File: src/rtl/pipelined_control_unit_if.sv
// ---------------------------------------------------------------------------
// pipelined_control_unit_if
//   Issue handshake, hazard controls and registered control bundle between
//   the IF/ID stage, the hazard unit and the registered control decoder.
//
//   master : the issuing side (IF/ID + hazard unit). It drives instr,
//            instr_valid, stall and flush.
//   slave  : the control unit. It drives instr_ready, valid_out, illegal,
//            busy and the control bundle.
// ---------------------------------------------------------------------------
interface pipelined_control_unit_if #(
  parameter int ALUOP_W = 5
);
  logic [31:0]        instr;
  logic               instr_valid;
  logic               instr_ready;
  logic               stall;
  logic               flush;
  logic               valid_out;
  logic               illegal;
  logic               busy;
  logic [1:0]         reg_dst;
  logic [1:0]         mem_to_reg;
  logic [ALUOP_W-1:0] alu_op;
  logic               reg_write;
  logic               alu_src;
  logic               mem_write;
  logic               mem_read;
  logic               branch;
  logic               sign_ext;
  logic               jump;
  logic               jump_mux;

  modport master (
    output instr, instr_valid, stall, flush,
    input  instr_ready, valid_out, illegal, busy,
    input  reg_dst, mem_to_reg, alu_op, reg_write, alu_src,
    input  mem_write, mem_read, branch, sign_ext, jump, jump_mux
  );

  modport slave (
    input  instr, instr_valid, stall, flush,
    output instr_ready, valid_out, illegal, busy,
    output reg_dst, mem_to_reg, alu_op, reg_write, alu_src,
    output mem_write, mem_read, branch, sign_ext, jump, jump_mux
  );
endinterface

File: src/rtl/pipelined_control_unit.sv
// ---------------------------------------------------------------------------
// pipelined_control_unit
//   Registered opcode decoder sitting at the ID/EX boundary. instr[31:26] is
//   decoded into the datapath control bundle, which appears one cycle after
//   the instruction is accepted (instr_valid & instr_ready).
//
// Ports
//   clk    : rising-edge clock
//   reset  : synchronous, active-high; loads the all-zero NOP bundle
//   bus    : slave modport of pipelined_control_unit_if
//            instr/instr_valid/instr_ready : issue handshake
//            stall : hold every registered output, the counter and the state
//            flush : load NOP next edge and abort any multiply in progress
//            valid_out : bundle valid for ID/EX
//            illegal   : one-cycle pulse when an undefined opcode is accepted
//            busy      : multiply hold in progress
//            reg_dst .. jump_mux, alu_op : control bundle
//
// Multiply timing (MUL_CYCLES = N > 1): the accept edge loads counter = N-1
// and raises busy. The counter steps down on each non-stalled edge; the edge
// that finds it at zero loads the MUL bundle with valid_out = 1 and drops
// busy, so busy is high for N unstalled cycles and the next instruction can
// be accepted in the same cycle the MUL bundle is presented.
// ---------------------------------------------------------------------------
module pipelined_control_unit #(
  parameter int ALUOP_W    = 5,  // must be >= 5; codes are zero-extended
  parameter int MUL_CYCLES = 4,  // 1..15
  parameter int TRAP_EN    = 1
) (
  input logic                    clk,
  input logic                    reset,
  pipelined_control_unit_if.slave bus
);

  // Control bundle, field order matches the decode table columns.
  typedef struct packed {
    logic [1:0] reg_dst;
    logic       reg_write;
    logic       alu_src;
    logic       mem_write;
    logic       mem_read;
    logic       branch;
    logic [1:0] mem_to_reg;
    logic       sign_ext;
    logic [4:0] alu_op;
    logic       jump;
    logic       jump_mux;
  } ctrl_t;

  typedef enum logic {ST_RUN = 1'b0, ST_MUL = 1'b1} state_t;

  // With a one-cycle multiply the MUL state is never entered.
  localparam bit         MUL_MULTI = (MUL_CYCLES > 1);
  localparam logic [3:0] MUL_LOAD  = 4'(MUL_CYCLES - 1);
  localparam bit         TRAP_BIT  = (TRAP_EN != 0);

  function automatic ctrl_t mk(
    input logic [1:0] rd, input logic rw, input logic as, input logic mw,
    input logic mr, input logic br, input logic [1:0] mtr, input logic se,
    input logic [4:0] op, input logic j, input logic jm
  );
    return {rd, rw, as, mw, mr, br, mtr, se, op, j, jm};
  endfunction

  // Conditional branches differ only in the ALU comparison code.
  function automatic ctrl_t br_c(input logic [4:0] op);
    return mk(2'b01, 1'b0, 1'b0, 1'b0, 1'b0, 1'b1, 2'b00, 1'b1, op, 1'b0, 1'b0);
  endfunction

  // Immediate ALU ops differ only in sign extension and ALU code.
  function automatic ctrl_t imm_c(input logic se, input logic [4:0] op);
    return mk(2'b01, 1'b1, 1'b1, 1'b0, 1'b0, 1'b0, 2'b00, se, op, 1'b0, 1'b0);
  endfunction

  state_t     state_reg, state_next;
  logic [3:0] count_reg, count_next;
  ctrl_t      ctrl_reg, ctrl_next;
  logic       valid_reg, valid_next;
  logic       illegal_reg, illegal_next;

  ctrl_t      dec_ctrl;
  logic       dec_legal;
  logic       dec_mul;
  ctrl_t      mul_ctrl;
  logic       busy;
  logic       instr_ready;
  logic       acc;
  logic       unused_instr;

  assign unused_instr = ^bus.instr[25:0];
  assign mul_ctrl     = mk(2'b00, 1'b1, 1'b0, 1'b0, 1'b0, 1'b0, 2'b00, 1'b1,
                           5'b01100, 1'b0, 1'b0);

  assign busy        = (state_reg == ST_MUL);
  assign instr_ready = ~busy & ~bus.stall & ~reset;
  assign acc         = bus.instr_valid & instr_ready;

  // ------------------------------------------------------------------
  // Opcode decoder
  // ------------------------------------------------------------------
  always_comb begin
    dec_ctrl  = '0;
    dec_legal = 1'b1;
    dec_mul   = 1'b0;
    unique case (bus.instr[31:26])
      6'b000000: dec_ctrl = mk(2'b00, 1'b1, 1'b0, 1'b0, 1'b0, 1'b0, 2'b00, 1'b1,
                               5'b00000, 1'b0, 1'b1);
      6'b000001: dec_ctrl = br_c(5'b10000);
      6'b000100: dec_ctrl = br_c(5'b01110);
      6'b000101: dec_ctrl = br_c(5'b01111);
      6'b000110: dec_ctrl = br_c(5'b10010);
      6'b000111: dec_ctrl = br_c(5'b10001);
      6'b000010: dec_ctrl = mk(2'b00, 1'b0, 1'b0, 1'b0, 1'b0, 1'b0, 2'b00, 1'b1,
                               5'b00000, 1'b1, 1'b0);
      6'b000011: dec_ctrl = mk(2'b10, 1'b1, 1'b0, 1'b0, 1'b0, 1'b0, 2'b10, 1'b1,
                               5'b00000, 1'b1, 1'b0);
      6'b001000: dec_ctrl = imm_c(1'b1, 5'b00001);
      6'b001001: dec_ctrl = imm_c(1'b0, 5'b00111);
      6'b001010: dec_ctrl = imm_c(1'b1, 5'b01010);
      6'b001011: dec_ctrl = imm_c(1'b1, 5'b01011);
      6'b001100: dec_ctrl = imm_c(1'b1, 5'b00100);
      6'b001101: dec_ctrl = imm_c(1'b1, 5'b00011);
      6'b001110: dec_ctrl = imm_c(1'b1, 5'b00101);
      6'b001111: dec_ctrl = imm_c(1'b0, 5'b10011);
      6'b011111: dec_ctrl = mk(2'b00, 1'b1, 1'b0, 1'b0, 1'b0, 1'b0, 2'b00, 1'b0,
                               5'b01101, 1'b0, 1'b0);
      6'b100000, 6'b100001, 6'b100011:
        dec_ctrl = mk(2'b01, 1'b1, 1'b1, 1'b0, 1'b1, 1'b0, 2'b01, 1'b1,
                      5'b00001, 1'b0, 1'b0);
      6'b101000, 6'b101001, 6'b101011:
        dec_ctrl = mk(2'b01, 1'b0, 1'b1, 1'b1, 1'b0, 1'b0, 2'b01, 1'b1,
                      5'b00001, 1'b0, 1'b0);
      6'b011100: begin
        dec_ctrl = mul_ctrl;
        dec_mul  = 1'b1;
      end
      default:   dec_legal = 1'b0;
    endcase
  end

  // ------------------------------------------------------------------
  // FSM: state register (also holds counter and output registers)
  // ------------------------------------------------------------------
  always_ff @(posedge clk) begin
    if (reset) begin
      state_reg   <= ST_RUN;
      count_reg   <= '0;
      ctrl_reg    <= '0;
      valid_reg   <= 1'b0;
      illegal_reg <= 1'b0;
    end else begin
      state_reg   <= state_next;
      count_reg   <= count_next;
      ctrl_reg    <= ctrl_next;
      valid_reg   <= valid_next;
      illegal_reg <= illegal_next;
    end
  end

  // ------------------------------------------------------------------
  // FSM: next state / counter
  // ------------------------------------------------------------------
  always_comb begin
    state_next = state_reg;
    count_next = count_reg;
    if (bus.flush) begin
      state_next = ST_RUN;
      count_next = '0;
    end else if (!bus.stall) begin
      unique case (state_reg)
        ST_RUN: begin
          if (acc && dec_mul && MUL_MULTI) begin
            state_next = ST_MUL;
            count_next = MUL_LOAD;
          end
        end
        ST_MUL: begin
          if (count_reg == 4'd0) begin
            state_next = ST_RUN;
          end else begin
            count_next = count_reg - 4'd1;
          end
        end
        default: state_next = ST_RUN;
      endcase
    end
  end

  // ------------------------------------------------------------------
  // FSM: next registered outputs. Anything not explicitly loaded below
  // falls back to the NOP bundle with valid_out low.
  // ------------------------------------------------------------------
  always_comb begin
    ctrl_next    = ctrl_reg;
    valid_next   = valid_reg;
    illegal_next = illegal_reg;
    if (bus.flush) begin
      ctrl_next    = '0;
      valid_next   = 1'b0;
      illegal_next = 1'b0;
    end else if (!bus.stall) begin
      ctrl_next    = '0;
      valid_next   = 1'b0;
      illegal_next = 1'b0;
      unique case (state_reg)
        ST_RUN: begin
          if (acc) begin
            if (!dec_legal) begin
              illegal_next = TRAP_BIT;
            end else if (!(dec_mul && MUL_MULTI)) begin
              ctrl_next  = dec_ctrl;
              valid_next = 1'b1;
            end
          end
        end
        ST_MUL: begin
          if (count_reg == 4'd0) begin
            ctrl_next  = mul_ctrl;
            valid_next = 1'b1;
          end
        end
        default: ;
      endcase
    end
  end

  // ------------------------------------------------------------------
  // Output mapping
  // ------------------------------------------------------------------
  assign bus.instr_ready = instr_ready;
  assign bus.busy        = busy;
  assign bus.valid_out   = valid_reg;
  assign bus.illegal     = illegal_reg;
  assign bus.reg_dst     = ctrl_reg.reg_dst;
  assign bus.reg_write   = ctrl_reg.reg_write;
  assign bus.alu_src     = ctrl_reg.alu_src;
  assign bus.mem_write   = ctrl_reg.mem_write;
  assign bus.mem_read    = ctrl_reg.mem_read;
  assign bus.branch      = ctrl_reg.branch;
  assign bus.mem_to_reg  = ctrl_reg.mem_to_reg;
  assign bus.sign_ext    = ctrl_reg.sign_ext;
  assign bus.alu_op      = ALUOP_W'(ctrl_reg.alu_op);
  assign bus.jump        = ctrl_reg.jump;
  assign bus.jump_mux    = ctrl_reg.jump_mux;

endmodule

File: src/flat_wrapper.sv
// flat-port wrapper written by rule: the top's interface ports become plain ports
module pipelined_control_unit_flat 
#(
  parameter int ALUOP_W    = 5,                                          
  parameter int MUL_CYCLES = 4,          
  parameter int TRAP_EN    = 1
)
  (clk, reset, bus_instr, bus_instr_valid, bus_stall, bus_flush, bus_instr_ready, bus_valid_out, bus_illegal, bus_busy, bus_reg_dst, bus_mem_to_reg, bus_alu_op, bus_reg_write, bus_alu_src, bus_mem_write, bus_mem_read, bus_branch, bus_sign_ext, bus_jump, bus_jump_mux);
  pipelined_control_unit_if #(.ALUOP_W(ALUOP_W)) bus_i ();
  input logic clk;
  input logic reset;
  input wire logic [$bits(bus_i.instr)-1:0] bus_instr;
  input wire logic [$bits(bus_i.instr_valid)-1:0] bus_instr_valid;
  input wire logic [$bits(bus_i.stall)-1:0] bus_stall;
  input wire logic [$bits(bus_i.flush)-1:0] bus_flush;
  output wire logic [$bits(bus_i.instr_ready)-1:0] bus_instr_ready;
  output wire logic [$bits(bus_i.valid_out)-1:0] bus_valid_out;
  output wire logic [$bits(bus_i.illegal)-1:0] bus_illegal;
  output wire logic [$bits(bus_i.busy)-1:0] bus_busy;
  output wire logic [$bits(bus_i.reg_dst)-1:0] bus_reg_dst;
  output wire logic [$bits(bus_i.mem_to_reg)-1:0] bus_mem_to_reg;
  output wire logic [$bits(bus_i.alu_op)-1:0] bus_alu_op;
  output wire logic [$bits(bus_i.reg_write)-1:0] bus_reg_write;
  output wire logic [$bits(bus_i.alu_src)-1:0] bus_alu_src;
  output wire logic [$bits(bus_i.mem_write)-1:0] bus_mem_write;
  output wire logic [$bits(bus_i.mem_read)-1:0] bus_mem_read;
  output wire logic [$bits(bus_i.branch)-1:0] bus_branch;
  output wire logic [$bits(bus_i.sign_ext)-1:0] bus_sign_ext;
  output wire logic [$bits(bus_i.jump)-1:0] bus_jump;
  output wire logic [$bits(bus_i.jump_mux)-1:0] bus_jump_mux;
  assign bus_i.instr = bus_instr;
  assign bus_i.instr_valid = bus_instr_valid;
  assign bus_i.stall = bus_stall;
  assign bus_i.flush = bus_flush;
  assign bus_instr_ready = bus_i.instr_ready;
  assign bus_valid_out = bus_i.valid_out;
  assign bus_illegal = bus_i.illegal;
  assign bus_busy = bus_i.busy;
  assign bus_reg_dst = bus_i.reg_dst;
  assign bus_mem_to_reg = bus_i.mem_to_reg;
  assign bus_alu_op = bus_i.alu_op;
  assign bus_reg_write = bus_i.reg_write;
  assign bus_alu_src = bus_i.alu_src;
  assign bus_mem_write = bus_i.mem_write;
  assign bus_mem_read = bus_i.mem_read;
  assign bus_branch = bus_i.branch;
  assign bus_sign_ext = bus_i.sign_ext;
  assign bus_jump = bus_i.jump;
  assign bus_jump_mux = bus_i.jump_mux;
  pipelined_control_unit #(.ALUOP_W(ALUOP_W), .MUL_CYCLES(MUL_CYCLES), .TRAP_EN(TRAP_EN)) u_core (.clk(clk), .reset(reset), .bus(bus_i));
endmodule
File: config.mk
export PLATFORM = sky130hd
export DESIGN_NAME = pipelined_control_unit_flat
export DESIGN_NICKNAME = d
export VERILOG_FILES = /design/src/rtl/pipelined_control_unit_if.sv /design/src/rtl/pipelined_control_unit.sv /design/src/flat_wrapper.sv
export SDC_FILE = /design/constraint.sdc
export NUM_CORES = 1
export LEC_CHECK = 0
export CORE_ASPECT_RATIO = 0.7
export CORE_MARGIN = 2
export CORE_UTILIZATION = 46
export DETAILED_ROUTE_END_ITERATION = 10
export GPL_TIMING_DRIVEN = 1
export PLACE_DENSITY = 0.85
export SLEW_MARGIN = 20
export SYNTH_ARGS = -nofsm -noshare
export SYNTH_HDL_FRONTEND = slang
export SYNTH_SLANG_ARGS = --single-unit
File: constraint.sdc
create_clock -name clk -period 4.6 [get_ports clk]
set_input_delay 0.69 -clock clk [delete_from_list [all_inputs] [get_ports clk]]
set_output_delay 0.69 -clock clk [all_outputs]
set_load 0.01 [all_outputs]
==> results of run 1 <==
[worst paths after layout]
check / startpoint / to / slack [ns]
worst max-delay path: bus_stall / bus_instr_ready / 1.62
worst min-delay path: u_core.bus.valid_out / u_core.bus.valid_out / 0.47
worst min register to register: u_core.bus.valid_out / u_core.bus.valid_out / 0.47
worst max register to register: u_core.count_reg[0] / u_core.count_reg[0] / 2.85
[report_power, final]
| part | switching (mW) | internal, mW |
|---|---|---|
| logic | 0.0365 | 0.0245 |
| clock network | 0.0697 | 0.0607 |
| registers | 0.000339 | 0.199 |
| total | 0.107 | 0.285 |
[layer usage]
metal | vias up | global-route usage | part of all wire | wire, um
li1 | 635 | - | - | -
met1 | 625 | 0.2682 | 0.44 | 1469
met2 | 76 | 0.3159 | 0.46 | 1543
met3 | 9 | 0.04703 | 0.083 | 280
met4 | 0 | 0.08013 | 0.022 | 74
met5 | - | 0 | 0 | 0
[cells by family after synthesis]
kind of cell | after synthesis
buffers and inverters | 20
XOR/XNOR | 3
flip-flops | 23
AND/OR/NAND/NOR | 60
multiplexers | 3
AO/OA/AOI/OAI | 49
adder cells (fa/ha/maj) | 2
[layout by cell type (no fill, tap or decap), types with 4 or more instances in the layout]
cell / instances
sky130_fd_sc_hd__nor2_1: 14
sky130_fd_sc_hd__nor3_1: 4
sky130_fd_sc_hd__a21oi_1: 5
sky130_fd_sc_hd__inv_1: 5
sky130_fd_sc_hd__a22o_1: 6
sky130_fd_sc_hd__clkdlybuf4s50_1: 31
sky130_fd_sc_hd__nand2_1: 11
sky130_fd_sc_hd__dfxtp_1: 23
sky130_fd_sc_hd__nand2b_1: 5
sky130_fd_sc_hd__nor2b_1: 5
sky130_fd_sc_hd__a32o_1: 4
[final cells by class]
class	count	share of cell area
flip-flops and latches	23	0.2694
clock inverters	1	0.002928
well taps	36	0.02635
repair buffers	31	0.1816
inverters	5	0.01098
multi-input cells	117	0.4846
clock buffers	3	0.02416
[critical path, cell delays in order]
cell and delay (ns):
sky130_fd_sc_hd__clkdlybuf4s50_1 0.74, sky130_fd_sc_hd__nor3_1 0.29, sky130_fd_sc_hd__clkdlybuf4s50_1 0.56
==> metrics.txt, run 1 <==
# TYPE chip_impl_metric gauge
chip_impl_metric{name="pwr_density_cell",unit="nW/um2"} 228.9
chip_impl_metric{name="adder_cell_share_of_the_synthesized_area",unit=""} 0.01792
chip_impl_metric{name="worst-path-max-fanout",unit=""} 17
chip_impl_metric{name="post_syn_nets",unit=""} 199
chip_impl_metric{name="finalHoldViolations",unit=""} 0
chip_impl_info{name="leading_post_synthesis_cells_by_instance_count",value="sky130_fd_sc_hd__dfxtp_1 (23), sky130_fd_sc_hd__nor2_1 (14), sky130_fd_sc_hd__nand2_1 (11)"} 1
chip_impl_metric{name="post_synth.cell_area_avg",unit="um2"} 8.727
chip_impl_metric{name="largest_net_degree_at_the_start_of_global_routing",unit=""} 19
chip_impl_metric{name="post_cts_resize_count",unit=""} 0
chip_impl_metric{name="initial_core_util",unit=""} 0.4912
chip_impl_metric{name="clock_sinks",unit=""} 23
chip_impl_metric{name="synth-seq-cells",unit=""} 23
chip_impl_metric{name="final_core_utilization",unit=""} 0.6012
chip_impl_metric{name="synth-warning-count",unit=""} 0
chip_impl_metric{name="drcViolationCount",unit=""} 0
chip_impl_metric{name="cts_setup_buffers",unit=""} 0
chip_impl_metric{name="estimated_wirelength_of_the_detail_placed_design",unit="um"} 2558
chip_impl_metric{name="groute.usage.overall",unit=""} 0.2015
chip_impl_metric{name="initialDrtViolationCount",unit=""} 143
chip_impl_metric{name="post-place-cells",unit=""} 212
chip_impl_metric{name="max_clock_freq",unit="MHz"} 335.3
chip_impl_info{name="synthTopCellsByArea",value="sky130_fd_sc_hd__dfxtp_1 (33%), sky130_fd_sc_hd__nor2_1 (3.8%), sky130_fd_sc_hd__a22o_1 (3.8%), sky130_fd_sc_hd__nand2_1 (3.0%), sky130_fd_sc_hd__a32o_1 (2.9%)"} 1
chip_impl_metric{name="ios",unit=""} 58
chip_impl_metric{name="detailedPlace.worstSlack",unit="ns"} 1.621
chip_impl_metric{name="fp.dieH",unit="um"} 50.10
chip_impl_metric{name="placement_rows",unit=""} 16
chip_impl_metric{name="placement.io_buffers",unit=""} 31
chip_impl_metric{name="slew_headroom",unit=""} 0.5683
chip_impl_info{name="main_combinational_cell_family_by_area_after_synthesis",value="compound AO/OA/AOI/OAI gates"} 1
chip_impl_metric{name="xor_xnor_share_of_the_synthesized_area",unit=""} 0.01882
chip_impl_metric{name="postSynthCellCount",unit=""} 160
chip_impl_metric{name="grt_pass1_wl",unit="um"} 5644
chip_impl_metric{name="post_synth_instance_area",unit="um2"} 1396
chip_impl_metric{name="leakage_power_figure",unit="nW"} 0.6113
chip_impl_metric{name="route.vias.total",unit=""} 1345
chip_impl_metric{name="cts.clk_slew.worst_paths",unit="ns"} 0.09
chip_impl_metric{name="die_area",unit="um2"} 3499
chip_impl_metric{name="timing.hold.ws",unit="ns"} 0.4736
chip_impl_metric{name="drt_wl_total",unit="um"} 3368
chip_impl_info{name="timing.setup.critical_path_class",value="primary input to primary output"} 1
chip_impl_metric{name="grt_antenna_before_repair",unit=""} 0
chip_impl_metric{name="layout-area-overhead-vs-synth",unit="%"} 22.40
chip_impl_metric{name="synth_top_area_share",unit=""} 0.3297
chip_impl_metric{name="final_antenna_net_count",unit=""} 0
chip_impl_metric{name="synth_enable_flop_cells",unit=""} 0
chip_impl_metric{name="ir_drop",unit="mV"} 0.1499
chip_impl_metric{name="via_per_inst",unit=""} 6.227
chip_impl_metric{name="total_cts_buffers",unit=""} 3
chip_impl_metric{name="worstMarginPinSlew",unit="ns"} 0.6456
chip_impl_info{name="synth_most_common_cell",value="sky130_fd_sc_hd__dfxtp_1"} 1
chip_impl_metric{name="fill_cells",unit=""} 234
chip_impl_metric{name="synth_sequential_area_ratio",unit=""} 0.3297
chip_impl_metric{name="finalWorstSetupSlack",unit="ns"} 1.617
chip_impl_metric{name="routabilityCongestion",unit=""} 0.8927
chip_impl_metric{name="finalNonFillerCells",unit=""} 216
chip_impl_metric{name="number_of_global_route_vias_before_repair",unit=""} 1190
chip_impl_metric{name="skew",unit="ns"} 0.002057
chip_impl_info{name="worst_setup_path_start_kind",value="primary input"} 1
chip_impl_metric{name="clk-insertion-delay-late",unit="ns"} 0.27
chip_impl_metric{name="grt_remaining_overflow",unit=""} 0
chip_impl_metric{name="synth_compound_gate_area_share",unit=""} 0.2894
chip_impl_metric{name="design_area",unit="um2"} 1709
chip_impl_metric{name="share_of_cell_area_taken_by_muxes_after_synthesis",unit=""} 0.02151
chip_impl_metric{name="post_drt_wl_per_cell",unit="um"} 15.59
chip_impl_metric{name="multi_input_comb_area",unit="um2"} 828.3
chip_impl_metric{name="timing.final.setup_violations",unit=""} 0
chip_impl_metric{name="synth_async_reset_ratio",unit=""} 0
chip_impl_metric{name="share_of_synthesized_cell_area_in_and_or_nand_and_nor_gates",unit=""} 0.2455
chip_impl_metric{name="layout_cells_sized_above_1",unit=""} 0.08889
chip_impl_metric{name="max_slew_vio_count",unit=""} 0
chip_impl_metric{name="cts-hold-fix-buffers",unit=""} 0
chip_impl_metric{name="drt-pass1-iter-count",unit=""} 4
chip_impl_info{name="synth_largest_area_cell",value="sky130_fd_sc_hd__dfxtp_1"} 1
chip_impl_info{name="rsz0062_at_grt",value="false"} 1
chip_impl_metric{name="number_of_nets_at_the_end_of_the_flow",unit=""} 220
chip_impl_metric{name="post-layout-total-power",unit="uW"} 391.2
chip_impl_info{name="outcome",value="finished, final reports clean"} 1
chip_impl_metric{name="layout.area.seq",unit="um2"} 460.4
chip_impl_metric{name="hold_path_depth",unit=""} 2
chip_impl_metric{name="drv.max_cap_violation_count",unit=""} 0
chip_impl_info{name="critPathCaptureType",value="primary output"} 1
chip_impl_metric{name="antenna_cells",unit=""} 0
chip_impl_metric{name="crit_required",unit="ns"} 3.91
chip_impl_metric{name="die_x",unit="um"} 69.85
chip_impl_metric{name="netlist-cell-type-count",unit=""} 53
chip_impl_info{name="cts_tree",value="yes"} 1
chip_impl_metric{name="setup_tns",unit="ns"} 0
chip_impl_metric{name="final.period_utilization",unit=""} 0.6484
chip_impl_info{name="min-delay-path-class",value="flop to flop"} 1
chip_impl_metric{name="htreeDepth",unit=""} 1
chip_impl_metric{name="core_area",unit="um2"} 2843
chip_impl_info{name="synth_flop_cell",value="sky130_fd_sc_hd__dfxtp_1"} 1
chip_impl_info{name="clk_root_buffer_cell",value="sky130_fd_sc_hd__clkbuf_8"} 1
chip_impl_metric{name="crit_arrival",unit="ns"} 2.29
chip_impl_metric{name="max_ffs_per_register",unit=""} 5
chip_impl_metric{name="number_of_buffers_between_clock_root_and_the_deepest_sink",unit=""} 2
chip_impl_metric{name="placedInstanceArea",unit="um2"} 1663
chip_impl_metric{name="rr_worst_depth",unit=""} 6
chip_impl_metric{name="final_critical_path_time_including_i_o_delays_and_setup",unit="ns"} 2.983
Power figures use the tool's default switching activity.
==> run 2, diff against run 1 <==
--- a/config.mk
+++ b/config.mk
@@ -7,10 +7,10 @@
 export LEC_CHECK = 0
 export CORE_ASPECT_RATIO = 0.7
 export CORE_MARGIN = 2
-export CORE_UTILIZATION = 46
+export CORE_UTILIZATION = 42
 export DETAILED_ROUTE_END_ITERATION = 10
 export GPL_TIMING_DRIVEN = 1
-export PLACE_DENSITY = 0.85
+export PLACE_DENSITY = 0.79
 export SLEW_MARGIN = 20
 export SYNTH_ARGS = -nofsm -noshare
 export SYNTH_HDL_FRONTEND = slang
==> constraint.sdc (replaced) <==
create_clock -name clk -period 3.1 [get_ports clk]
set_input_delay 0.465 -clock clk [delete_from_list [all_inputs] [get_ports clk]]
set_output_delay 0.465 -clock clk [all_outputs]
set_load 0.01 [all_outputs]
==> run 2 against run 1 <==
Effect of this change: die area rose by 8.9%; global-route usage fell by 1.8 points; flip-flop and latch count unchanged; cell count increased by 2.3%; first-iteration DRC count decreased by 9.8%; sequential share of layout area decreased by 0.39 points.
==> metrics.txt, run 2 (same netlist as run 1, synthesis figures left out) <==
# TYPE chip_impl_metric gauge
chip_impl_metric{name="setup_tns",unit="ns"} 0
chip_impl_metric{name="core_area",unit="um2"} 3169
chip_impl_metric{name="timing.final.setup_violations",unit=""} 0
chip_impl_metric{name="placement_rows",unit=""} 17
chip_impl_metric{name="final.period_utilization",unit=""} 0.7553
chip_impl_metric{name="layout.area.seq",unit="um2"} 460.4
chip_impl_metric{name="crit_arrival",unit="ns"} 1.88
chip_impl_metric{name="fill_cells",unit=""} 284
chip_impl_info{name="worstReg2RegStart",value="u_core.count_reg[0]"} 1
chip_impl_metric{name="die_area",unit="um2"} 3809
chip_impl_metric{name="crit_required",unit="ns"} 2.63
chip_impl_metric{name="placement.io_buffers",unit=""} 31
chip_impl_info{name="highest-signal-layer",value="met4"} 1
chip_impl_metric{name="grt_antenna_before_repair",unit=""} 0
chip_impl_info{name="critPathLaunch",value="bus_stall"} 1
chip_impl_info{name="worst_setup_path_start_kind",value="primary input"} 1
chip_impl_metric{name="number_of_nets_at_the_end_of_the_flow",unit=""} 223
chip_impl_metric{name="estimated_wirelength_of_the_detail_placed_design",unit="um"} 2449
chip_impl_metric{name="drcViolationCount",unit=""} 0
chip_impl_metric{name="leakage_power_figure",unit="nW"} 0.6257
chip_impl_metric{name="slew_headroom",unit=""} 0.6264
chip_impl_info{name="cts_tree",value="yes"} 1
chip_impl_metric{name="htreeDepth",unit=""} 1
chip_impl_metric{name="fp.dieH",unit="um"} 52.24
chip_impl_metric{name="final_antenna_net_count",unit=""} 0
chip_impl_metric{name="drt-pass1-iter-count",unit=""} 5
chip_impl_info{name="critPathCaptureType",value="primary output"} 1
chip_impl_metric{name="layout-area-overhead-vs-synth",unit="%"} 24.19
chip_impl_metric{name="drv.max_cap_violation_count",unit=""} 0
chip_impl_info{name="outcome",value="finished, final reports clean"} 1
chip_impl_metric{name="via_per_inst",unit=""} 5.986
chip_impl_metric{name="wirelength_met1",unit="um"} 1594
chip_impl_metric{name="max_clock_freq",unit="MHz"} 427.1
chip_impl_info{name="clk_root_buffer_cell",value="sky130_fd_sc_hd__clkbuf_8"} 1
chip_impl_metric{name="number_of_buffers_between_clock_root_and_the_deepest_sink",unit=""} 2
chip_impl_metric{name="post-place-cells",unit=""} 217
chip_impl_metric{name="placedInstanceArea",unit="um2"} 1688
chip_impl_metric{name="cts.clk_slew.worst_paths",unit="ns"} 0.08
chip_impl_metric{name="antenna_cells",unit=""} 0
chip_impl_info{name="worst_hold_startpoint",value="u_core.bus.alu_op[1]"} 1
chip_impl_metric{name="skew",unit="ns"} 0.005576
chip_impl_metric{name="worstMarginPinSlew",unit="ns"} 0.5586
chip_impl_metric{name="clock_sinks",unit=""} 23
chip_impl_metric{name="post_cts_resize_count",unit=""} 0
chip_impl_info{name="rsz0062_at_grt",value="false"} 1
chip_impl_metric{name="cts_setup_buffers",unit=""} 0
chip_impl_metric{name="total_cts_buffers",unit=""} 3
chip_impl_metric{name="met3_wirelength",unit="um"} 180
chip_impl_metric{name="design_area",unit="um2"} 1734
chip_impl_metric{name="layout_cells_sized_above_1",unit=""} 0.1038
chip_impl_metric{name="drt_wl_total",unit="um"} 3339
chip_impl_metric{name="clk-insertion-delay-late",unit="ns"} 0.27
chip_impl_metric{name="finalHoldViolations",unit=""} 0
chip_impl_metric{name="post_drt_wl_per_cell",unit="um"} 15.11
chip_impl_info{name="min-delay-path-class",value="flop to flop"} 1
chip_impl_metric{name="finalNonFillerCells",unit=""} 221
chip_impl_metric{name="initialDrtViolationCount",unit=""} 129
chip_impl_metric{name="die_x",unit="um"} 72.92
chip_impl_metric{name="multi_input_comb_area",unit="um2"} 828.3
chip_impl_metric{name="max_ffs_per_register",unit=""} 5
chip_impl_metric{name="final_critical_path_time_including_i_o_delays_and_setup",unit="ns"} 2.341
chip_impl_metric{name="number_of_global_route_vias_before_repair",unit=""} 1160
chip_impl_metric{name="cts-hold-fix-buffers",unit=""} 0
chip_impl_metric{name="routabilityCongestion",unit=""} 0.8167
chip_impl_metric{name="ir_drop",unit="mV"} 0.1422
chip_impl_metric{name="largest_net_degree_at_the_start_of_global_routing",unit=""} 19
chip_impl_metric{name="groute.usage.overall",unit=""} 0.1834
chip_impl_metric{name="routed-wl-met2",unit="um"} 1525
chip_impl_metric{name="initial_core_util",unit=""} 0.4406
chip_impl_info{name="timing.setup.critical_path_class",value="primary input to primary output"} 1
chip_impl_metric{name="grt_remaining_overflow",unit=""} 0
chip_impl_metric{name="pwr_density_cell",unit="nW/um2"} 333.8
chip_impl_metric{name="ios",unit=""} 58
chip_impl_metric{name="final_core_utilization",unit=""} 0.5472
chip_impl_metric{name="grt_pass1_wl",unit="um"} 5464
chip_impl_info{name="mostFrequentLayoutCells",value="sky130_fd_sc_hd__clkdlybuf4s50_1 (31), sky130_fd_sc_hd__dfxtp_1 (23), sky130_fd_sc_hd__nor2_1 (14), sky130_fd_sc_hd__nand2_1 (11), sky130_fd_sc_hd__a22o_1 (6)"} 1
chip_impl_metric{name="timing.hold.ws",unit="ns"} 0.4684
chip_impl_info{name="mostFrequentLayoutCell",value="sky130_fd_sc_hd__clkdlybuf4s50_1"} 1
chip_impl_metric{name="worst-path-max-fanout",unit=""} 8
chip_impl_metric{name="route.vias.total",unit=""} 1323
chip_impl_metric{name="max_slew_vio_count",unit=""} 0
run 2: stage by stage:
stage	worst slack, ns	power, mW
3_5_place_dp	0.6467	0.3942
5_1_grt	0.6835	0.6039
6_report	0.7585	0.5789
2_1_floorplan	1.494	0.3675
3_3_place_gp	0.7126	0.3915
4_1_cts	0.7623	0.5813
run 2: worst paths after layout:
check,to,slack [ns],cells past startpoint
hold / removal,u_core.bus.alu_op[1],0.47,1
hold reg to reg,u_core.bus.alu_op[1],0.47,1
setup / recovery,bus_instr_ready,0.76,3
setup reg to reg,u_core.count_reg[1],1.36,6
run 2: critical path, stage by stage:
cell	delay, ns
sky130_fd_sc_hd__clkdlybuf4s50_1	0.59
sky130_fd_sc_hd__nor3_1	0.25
sky130_fd_sc_hd__clkdlybuf4s50_1	0.56
run 2: final cells by class:
| class | count | share of cell area |
|---|---|---|
| clock buffers | 3 | 0.02381 |
| clock inverters | 1 | 0.002886 |
| inverters | 5 | 0.01082 |
| multi-input cells | 117 | 0.4776 |
| flip-flops and latches | 23 | 0.2655 |
| well taps | 38 | 0.02742 |
| repair buffers | 34 | 0.1919 |
run 2: power by group:
| part | internal (mW) | switching, mW | leakage (nW) | total, mW |
|---|---|---|---|---|
| registers | 0.296 | 0.000495 | 0.185 | 0.296 |
| clock network | 0.0899 | 0.0995 | 0.0255 | 0.189 |
| logic | 0.0388 | 0.0543 | 0.415 | 0.0930 |
run 2: metal layers:
| metal | global-route usage | vias up |
|---|---|---|
| met5 | 0 | - |
| met4 | 0.04938 | 0 |
| met3 | 0.03654 | 6 |
| met2 | 0.2939 | 45 |
| met1 | 0.2524 | 630 |
| li1 | - | 642 |
